<file path="config.mk">
export PLATFORM = sky130hd
export DESIGN_NAME = uart_rx_fifo
export DESIGN_NICKNAME = d
export VERILOG_FILES = /design/src/rtl/uart_rx_fifo.sv
export SDC_FILE = /design/constraint.sdc
export NUM_CORES = 1
export LEC_CHECK = 0
export ABC_CLOCK_PERIOD_IN_PS = 2600
export CORE_UTILIZATION = 45
export CTS_CLUSTER_DIAMETER = 120
export DETAILED_ROUTE_END_ITERATION = 16
export PLACE_DENSITY = 0.65
export SLEW_MARGIN = 5
export SYNTH_ARGS = -nofsm -noshare
export SYNTH_HDL_FRONTEND = slang
export SYNTH_SLANG_ARGS = --single-unit
</file>
<file path="constraint.sdc">
create_clock -name CLK -period 2.6 [get_ports CLK]
set_input_delay 0.26 -clock CLK [delete_from_list [all_inputs] [get_ports CLK]]
set_output_delay 0.26 -clock CLK [all_outputs]
set_load 0.005 [all_outputs]
</file>
<file path="src/rtl/uart_rx_fifo.sv">
// UART receiver with 3-sample majority voting, optional parity and second stop bit,
// break detection, and a receive FIFO with a valid/ready pop interface.
module uart_rx_fifo #(
  parameter int DATA_WIDTH = 8,
  parameter int FIFO_DEPTH = 4,
  parameter bit MSB_FIRST  = 1'b0
) (
  input  logic                        CLK,
  input  logic                        RST,
  input  logic                        RX_IN,
  input  logic [5:0]                  Prescale,
  input  logic                        PAR_EN,
  input  logic                        PAR_TYP,
  input  logic                        STOP2,
  input  logic                        Data_Ready,
  output logic [DATA_WIDTH-1:0]       P_DATA,
  output logic                        Data_Valid,
  output logic                        Parity_Error,
  output logic                        Stop_Error,
  output logic                        Break,
  output logic                        Overrun,
  output logic [$clog2(FIFO_DEPTH):0] Fifo_Count
);

  localparam int AW = $clog2(FIFO_DEPTH);
  localparam int CW = AW + 1;
  localparam int EW = DATA_WIDTH + 3;
  localparam int BW = $clog2(DATA_WIDTH);
  localparam logic [CW-1:0] FULL_COUNT = CW'(FIFO_DEPTH);
  localparam logic [BW-1:0] LAST_BIT   = BW'(DATA_WIDTH - 1);

  typedef enum logic [2:0] {
    ST_IDLE,
    ST_START,
    ST_DATA,
    ST_PARITY,
    ST_STOP1,
    ST_STOP2,
    ST_WAIT_IDLE
  } state_t;

  state_t state_q, state_d;

  logic [1:0]            sync_q;
  logic                  rx_s;
  logic                  rx_prev;
  logic [5:0]            p_lat;
  logic                  par_en_lat;
  logic                  par_typ_lat;
  logic                  stop2_lat;
  logic [5:0]            cnt_q;
  logic [5:0]            half;
  logic [5:0]            half_m1;
  logic [5:0]            half_p1;
  logic [5:0]            last_cnt;
  logic [BW-1:0]         bit_idx_q;
  logic                  s0_q;
  logic                  s1_q;
  logic                  vote;
  logic                  vote_pt;
  logic                  end_bit;
  logic                  start_det;
  logic                  last_bit;
  logic                  frame_active;
  logic [DATA_WIDTH-1:0] data_q;
  logic                  par_bit_q;
  logic                  par_err_q;
  logic                  stop1_vote_q;
  logic                  data_zero;
  logic                  exp_par;
  logic                  wr_strobe;
  logic                  new_stop_err;
  logic                  new_break;
  logic                  wr_req_q;
  logic [EW-1:0]         entry_q;

  logic [EW-1:0]         mem [FIFO_DEPTH];
  logic [AW-1:0]         wr_ptr_q;
  logic [AW-1:0]         rd_ptr_q;
  logic [CW-1:0]         count_q;
  logic                  overrun_q;
  logic                  fifo_valid;
  logic                  fifo_full;
  logic                  do_pop;
  logic                  do_push;
  logic [EW-1:0]         head;

  assign rx_s = sync_q[1];

  always_ff @(posedge CLK or negedge RST) begin
    if (!RST) begin
      sync_q  <= 2'b11;
      rx_prev <= 1'b1;
    end else begin
      sync_q  <= {sync_q[0], RX_IN};
      rx_prev <= rx_s;
    end
  end

  // The start-detection cycle counts as count 0 of the start bit, so every
  // bit (including the start bit) spans exactly P cycles of the synced line.
  assign half         = {1'b0, p_lat[5:1]};
  assign half_m1      = half - 6'd1;
  assign half_p1      = half + 6'd1;
  assign last_cnt     = p_lat - 6'd1;
  assign vote_pt      = (cnt_q == half_p1);
  assign end_bit      = (cnt_q == last_cnt);
  assign vote         = (s0_q & s1_q) | (s0_q & rx_s) | (s1_q & rx_s);
  assign start_det    = (state_q == ST_IDLE) && rx_prev && !rx_s;
  assign last_bit     = (bit_idx_q == LAST_BIT);
  assign frame_active = (state_q != ST_IDLE) && (state_q != ST_WAIT_IDLE);
  assign data_zero    = (data_q == '0);
  assign exp_par      = (^data_q) ^ par_typ_lat;

  always_ff @(posedge CLK or negedge RST) begin
    if (!RST) begin
      state_q <= ST_IDLE;
    end else begin
      state_q <= state_d;
    end
  end

  always_comb begin
    state_d      = state_q;
    wr_strobe    = 1'b0;
    new_stop_err = 1'b0;
    new_break    = 1'b0;
    case (state_q)
      ST_IDLE: begin
        if (start_det) state_d = ST_START;
      end
      ST_START: begin
        if (vote_pt && vote) state_d = ST_IDLE;
        else if (end_bit)    state_d = ST_DATA;
      end
      ST_DATA: begin
        if (end_bit && last_bit) state_d = par_en_lat ? ST_PARITY : ST_STOP1;
      end
      ST_PARITY: begin
        if (end_bit) state_d = ST_STOP1;
      end
      ST_STOP1: begin
        if (!stop2_lat) begin
          if (vote_pt) begin
            wr_strobe    = 1'b1;
            new_stop_err = !vote;
            new_break    = data_zero && !par_bit_q && !vote;
            state_d      = vote ? ST_IDLE : ST_WAIT_IDLE;
          end
        end else if (end_bit) begin
          state_d = ST_STOP2;
        end
      end
      ST_STOP2: begin
        if (vote_pt) begin
          wr_strobe    = 1'b1;
          new_stop_err = !stop1_vote_q || !vote;
          new_break    = data_zero && !par_bit_q && !stop1_vote_q;
          state_d      = vote ? ST_IDLE : ST_WAIT_IDLE;
        end
      end
      ST_WAIT_IDLE: begin
        if (rx_s) state_d = ST_IDLE;
      end
      default: state_d = ST_IDLE;
    endcase
  end

  always_ff @(posedge CLK or negedge RST) begin
    if (!RST) begin
      p_lat        <= '0;
      par_en_lat   <= 1'b0;
      par_typ_lat  <= 1'b0;
      stop2_lat    <= 1'b0;
      cnt_q        <= '0;
      bit_idx_q    <= '0;
      s0_q         <= 1'b1;
      s1_q         <= 1'b1;
      data_q       <= '0;
      par_bit_q    <= 1'b0;
      par_err_q    <= 1'b0;
      stop1_vote_q <= 1'b1;
      wr_req_q     <= 1'b0;
      entry_q      <= '0;
    end else begin
      wr_req_q <= wr_strobe;
      if (wr_strobe) entry_q <= {new_break, new_stop_err, par_err_q, data_q};
      if (start_det) begin
        p_lat        <= Prescale;
        par_en_lat   <= PAR_EN;
        par_typ_lat  <= PAR_TYP;
        stop2_lat    <= STOP2;
        cnt_q        <= 6'd1;
        bit_idx_q    <= '0;
        data_q       <= '0;
        par_bit_q    <= 1'b0;
        par_err_q    <= 1'b0;
        stop1_vote_q <= 1'b1;
      end else if (frame_active) begin
        cnt_q <= end_bit ? 6'd0 : cnt_q + 6'd1;
        if (cnt_q == half_m1) s0_q <= rx_s;
        if (cnt_q == half)    s1_q <= rx_s;
        if (state_q == ST_DATA && vote_pt) begin
          if (MSB_FIRST) data_q <= {data_q[DATA_WIDTH-2:0], vote};
          else           data_q <= {vote, data_q[DATA_WIDTH-1:1]};
        end
        if (state_q == ST_DATA && end_bit) bit_idx_q <= last_bit ? '0 : bit_idx_q + 1'b1;
        if (state_q == ST_PARITY && vote_pt) begin
          par_bit_q <= vote;
          par_err_q <= (vote != exp_par);
        end
        if (state_q == ST_STOP1 && vote_pt) stop1_vote_q <= vote;
      end
    end
  end

  // A write into a full FIFO succeeds only when the head is popped in the same cycle.
  assign fifo_valid = (count_q != '0);
  assign fifo_full  = (count_q == FULL_COUNT);
  assign do_pop     = fifo_valid && Data_Ready;
  assign do_push    = wr_req_q && (!fifo_full || do_pop);

  always_ff @(posedge CLK or negedge RST) begin
    if (!RST) begin
      wr_ptr_q  <= '0;
      rd_ptr_q  <= '0;
      count_q   <= '0;
      overrun_q <= 1'b0;
    end else begin
      overrun_q <= wr_req_q && fifo_full && !do_pop;
      if (do_push) wr_ptr_q <= wr_ptr_q + 1'b1;
      if (do_pop)  rd_ptr_q <= rd_ptr_q + 1'b1;
      case ({do_push, do_pop})
        2'b10:   count_q <= count_q + 1'b1;
        2'b01:   count_q <= count_q - 1'b1;
        default: count_q <= count_q;
      endcase
    end
  end

  always_ff @(posedge CLK) begin
    if (do_push) mem[wr_ptr_q] <= entry_q;
  end

  assign head         = fifo_valid ? mem[rd_ptr_q] : '0;
  assign P_DATA       = head[DATA_WIDTH-1:0];
  assign Parity_Error = head[DATA_WIDTH];
  assign Stop_Error   = head[DATA_WIDTH+1];
  assign Break        = head[DATA_WIDTH+2];
  assign Data_Valid   = fifo_valid;
  assign Overrun      = overrun_q;
  assign Fifo_Count   = count_q;

endmodule

</file>
After elaboration in Yosys (flattened, before gate mapping):

Memories as Yosys holds them, arrays and structs flattened.
Index checks and enable logic that the tools add are counted.

* latch bits: 0
* bits in read-only memories: 0
* register bits: 57
* memory bits (writable): 44
* logic and storage cells: 148
* output and inout bits: 16
* memories: 1

* muxes and demuxes: 46
* reduce and logical (&&, ||, !) cells: 42
* eq/ne operators: 22
* shift-type cells: 0
* multiply operators: 0
* divide/modulo/power cells: 0
* add/subtract/negate cells: 9
* bitwise logic cells: 7
* order comparisons: 0

Memory list
* mem: words 4, width 11, read ports 1, clocked after memory_dff 0, wr ports 1, RTL line 77 `logic [EW-1:0] mem [FIFO_DEPTH];`

Operator list (number)
* 2-to-1 mux 3 bit: 15
* 2-to-1 mux 8 bit: 3
* case mux 3 bit (7 select lines): 1
* 2-to-1 mux 1 bit: 19
* equality test 6 bit: 3
* 2-to-1 mux 6 bit: 3
* logical AND 1 bit: 16
* equality test 3 bit (second input constant): 5
* nonzero test 2 bit: 6
* 2-to-1 mux 11 bit: 1
* != test 3 bit (second input constant): 3
* logical NOT 8 bit: 1
* != test 2 bit (second input constant): 4
* AND reduction 2 bit: 4
* XOR reduction 8 bit: 1
* adder 3 x 1 -> 3 bit (second input constant): 2
* adder 5 x 1 -> 6 bit (second input constant): 1
* adder 6 x 1 -> 6 bit (second input constant): 1
* equality test 3 x 2 -> 1 bit (second input constant): 2
* equality test 6 x 5 -> 1 bit: 1
* logical NOT 1 bit: 6
* case mux 1 bit (2 select lines): 3
* case mux 3 bit (2 select lines): 1
* AND reduction 3 bit: 2
* 16 further kinds: 22

Depth between registers and ports, before layout:

Gate-level depths: netlist (run 1).

* depth in word-level cells: 8
* gate-level depth with buffers: 10
* gate-level depth less buffers: 9

Worst setup path before layout (run 1):

No wires, ideal clock.

* path kind: register -> register
* start point: register p_lat[2]
* end point: register entry_q[3]
* path slack: 0.106 ns
* cell stages (with the launch flop): 10
* arrival: 2.369 ns
* buffers on the path: 2
* period minus slack after synthesis: 2.494 ns
* library setup time: 0.125 ns
* path through: dfrtp_1 > buf_2 > inv_1 > ha_1 > xnor2_1 > nor2b_1 > nand4_4 > nor4_2 > buf_4 > mux2_2

* cells in the longest elaborated chain, start to end: 5

RTL lines
* from (decl): RTL line 47 `logic [5:0] p_lat;`
* from (signal assigned): RTL line 189 `p_lat <= Prescale;`
* adder 5 x 1 -> 6 bit *: RTL line 104 `assign half_p1 = half + 6'd1;`
* equality test 6 bit *: RTL line 106 `assign vote_pt = (cnt_q == half_p1);`
* 2-to-1 mux 1 bit *: RTL line 144, 155
* 2-to-1 mux 1 bit: RTL line 143 `if (!stop2_lat) begin`
* case mux 1 bit (2 select lines) *: RTL line 128 `case (state_q)`
* named net wr_strobe: RTL line 71 `logic wr_strobe;`
* to (signal assigned): RTL line 187 `if (wr_strobe) entry_q <= {new_break, new_stop_err, par_err_q, data_q};`
* to (decl): RTL line 75 `logic [EW-1:0] entry_q;`

Mark *: on every way through the listed nets, which the timed path passes. The rest lies on a longest branch.
A chain may end at the register's enable or synchronous reset.

Final worst setup path (run 1):

* start point: register rd_ptr_q[0]
* end point: output P_DATA[6]

* cells in the longest elaborated chain, start to end: 2

RTL lines
* from (decl): RTL line 79 `logic [AW-1:0] rd_ptr_q;`
* from (signal assigned): RTL line 232 `if (do_pop) rd_ptr_q <= rd_ptr_q + 1'b1;`
* memory read (4 x 11 bit)
* 2-to-1 mux 11 bit: RTL line 245 `assign head = fifo_valid ? mem[rd_ptr_q] : '0;`
* to (decl): RTL line 16 `output logic [DATA_WIDTH-1:0] P_DATA,`

No other way between the ends.

==> reports/results.txt, run 1 <==
Met3 Use GR - 2.675%
DR vias - 3118
Vias/cell - 5.442
Syn Nets - 423
Synth Area in Compound Gates - 7.822%
# port buffers - 28
Leak - 2.264 nW
Die Width - 107.0 um
Initial drt markers - 145
Max Slew Vio Count - 0
Die area - 11440 um2
Status - complete, no violations
CTS Buf Count - 9
Post-Route WL - 9.261 mm
Worst skew pair latency - 0.38 ns
Setup ws final - 0.2124 ns
Slew HR - 49.47%
Crit-path max FO - 13
Met1 Usage GRT - 21.94%
XOR/XNOR share of the synthesized area - 5.450%
Most used DFF post-synth - dfrtp_1
Initial antenna violation count - 0
GP Congestion - 0.8252
Main combinational cell family by area after synthesis - simple AND/OR/NAND/NOR gates
Post-detail-place hpwl - 6.493 mm
Synth warnings - 0
Vias in the first global route - 3172
Initial cell density of the core - 47.18%
Peak VDD IR - 0.7297 mV
Synth area leaders - edfxtp_1 27%, dfrtp_1 26%, mux4_2 5.0%
Layout cells sized above 1 - 16.93%
CTS root buf - clkbuf_8
Final net count - 463
Max Cap Viol - 0
Final Hold Fails - 0
Area growth, synth to finish - 14.89%
Avg Cell Area, Syn - 12.62 um2
Slew @ Worst Pin - 0.7579 ns
Setup TNS - 0 ns
Drt first pass iters - 4
Gr usage total - 18.27%
Drt drc - 0
CTS Sinks - 101
CTS tree - built
PD cells - 1029 nW/um2
Synth Register Bits - 101
Largest net degree at the start of global routing - 30
Total grt overflow - 0
Fmax - 0.4188 GHz
Period utilization - 91.83%
Type of origin of the critical path - register
Layer with the highest usage - met2
Area leader, netlist - edfxtp_1
Worst Path Required - 2.34 ns
Arr. time, crit path - 2.13 ns
Final Skew - 0.01221 ns
Die Ht - 107.0 um
Total power - 5.863 mW
Antenna viol nets, final - 0
Synth cell types - 62
Kind of critical path - reg -> out
HP Class - in -> reg
Synth Area in Simple Gates - 12.57%
Mux contribution to synthesized area - 10.83%
Seq/Total Area, Yosys - 55.56%
Core area - 10510 um2
Row cnt - 37
Final hold slack - 0.2804 ns
Diode count - 0
Synth Area in Adders - 4.643%
Clock transition at path regs - 0.09 ns
H-tree levels - 3
RSZ-0062 raised after global routing - false
EDFF count, synth - 44
Mapped Area - 4959 um2
Clock buffer depth - 2
Setup crit end kind - output pin
Setup bufs post-CTS - 0
Setup Viol. Count Final - 0
Post-Syn Instances - 393
Post-synthesis async set-or-reset flop share - 56.44%
Fill cells - 917
# IOs - 29
Top cell type's share of synthesized area - 26.65%
First-pass GRT wire length - 15.77 mm
GR met2 Demand/Resource - 31.71%
Fin crit period - 2.388 ns
Worst slack, placed - 0.1813 ns
Drt wl/cell - 16.16 um
-- cell type report --
cell class | count | area (um2) | area share [%]
inverter | 22 | 82.58 | 1.450
timing repair buffer | 46 | 437.9 | 7.687
tap | 136 | 170.2 | 2.987
clock inverter | 6 | 71.32 | 1.252
sequential | 101 | 2755 | 48.36
multi-input combinational | 253 | 2056 | 36.09
clock buffer | 9 | 123.9 | 2.174
-- worst max-delay path, stage by stage, from the launching register on --
cell	delay, ns
dfrtp_1	0.34
buf_4	0.26
mux4_2	0.55
and2_1	0.17
clkdlybuf4s50_1	0.43
-- report_power, final --
part	switching [mW]	leakage (nW)	internal (mW)
Combinational	1.28	1.01	1.27
Clock	0.572	0.0996	0.452
Sequential	0.340	1.16	1.95
-- placed cells by master, fill, tap and decap left out, types with 16 or more instances in the layout --
cell type	netlist	layout
and2_1	18	18
clkdlybuf4s50_1	0	27
dfrtp_1	51	51
edfxtp_1	44	44
ha_1	16	16
inv_1	22	22
nand2_1	18	18
nor2_1	28	27
o21ai_0	19	19
-- cells in the mapped netlist (7+ instances only) --
master and count:
nand2_1 18, xnor2_1 14, nand3_1 7, edfxtp_1 44
ha_1 16, o21ai_0 19, and2_1 18, dfrtp_1 51
xor2_1 15, clkbuf_1 8, inv_1 22, mux4_2 11
mux2_2 15, nor2_1 28, mux2i_1 12
-- state kept, by name (all words and copies together) (netlist names), 3 cells and up --
register and count:
mem 44, data_q 8, Fifo_Count 3, cnt_q 6, state_q 3, p_lat 6
entry_q 11, bit_idx_q 3
-- timing repair --
action                                  4_1_cts  5_1_grt
hold buffers                                  1        0
hold endpoints to repair                     28        0
gates resized for setup                       0        1
endpoints found under the setup margin        0        1
-- stage by stage --
| stage | std cells | utilization (%) | instance area [um2] |
|---|---|---|---|
| 6_report | 573 | 54.21 | 5697 |
| 5_1_grt | 573 | 54.21 | 5697 |
| 4_1_cts | 573 | 54.16 | 5692 |
| 3_5_place_dp | 557 | 52.21 | 5487 |
| 3_3_place_gp | 557 | 52.21 | 5487 |
| 2_1_floorplan | 393 | - | 4959 |
-- logic make-up (layout without fill, tap and decap cells) --
kind of cell,after synthesis,count (layout)
mux,38,38
xor+xnor,30,30
compound gates,57,57
buf+inv,39,83
fa+ha+maj,18,18
flops,101,101
simple gates,110,110
-- path summary, 6_finish.rpt --
path	to	slack, ns	cells after the start	start
hold reg to reg	sync_q[1]	0.36	0	sync_q[0]
setup / recovery	P_DATA[6]	0.21	4	rd_ptr_q[0]
hold / removal	sync_q[0]	0.28	1	RX_IN
setup reg to reg	bit_idx_q[0]	0.23	8	p_lat[1]
min in group asynchronous	entry_q[4]	0.48	2	RST
max in group asynchronous	s1_q	1.42	3	RST
-- routing by layer --
| layer | part of all wire, % | up-vias |
|---|---|---|
| li1 | - | 1502 |
| met1 | 44 | 1543 |
| met2 | 50 | 57 |
| met3 | 2.8 | 16 |
| met4 | 2.6 | 0 |
| met5 | 0 | - |
Note: power is estimated with default switching activity, not from simulation.
==> inputs of run 2 (changes only) <==
- CAP_MARGIN: default -> 30
==> results of run 2 <==
Final layout, timing and power as in run 1 (identical DEF).
==> inputs of run 3 (changes only) <==
- SKIP_LAST_GASP: default -> 1
==> results of run 3 <==
Final layout, timing and power as in run 1 (identical DEF).
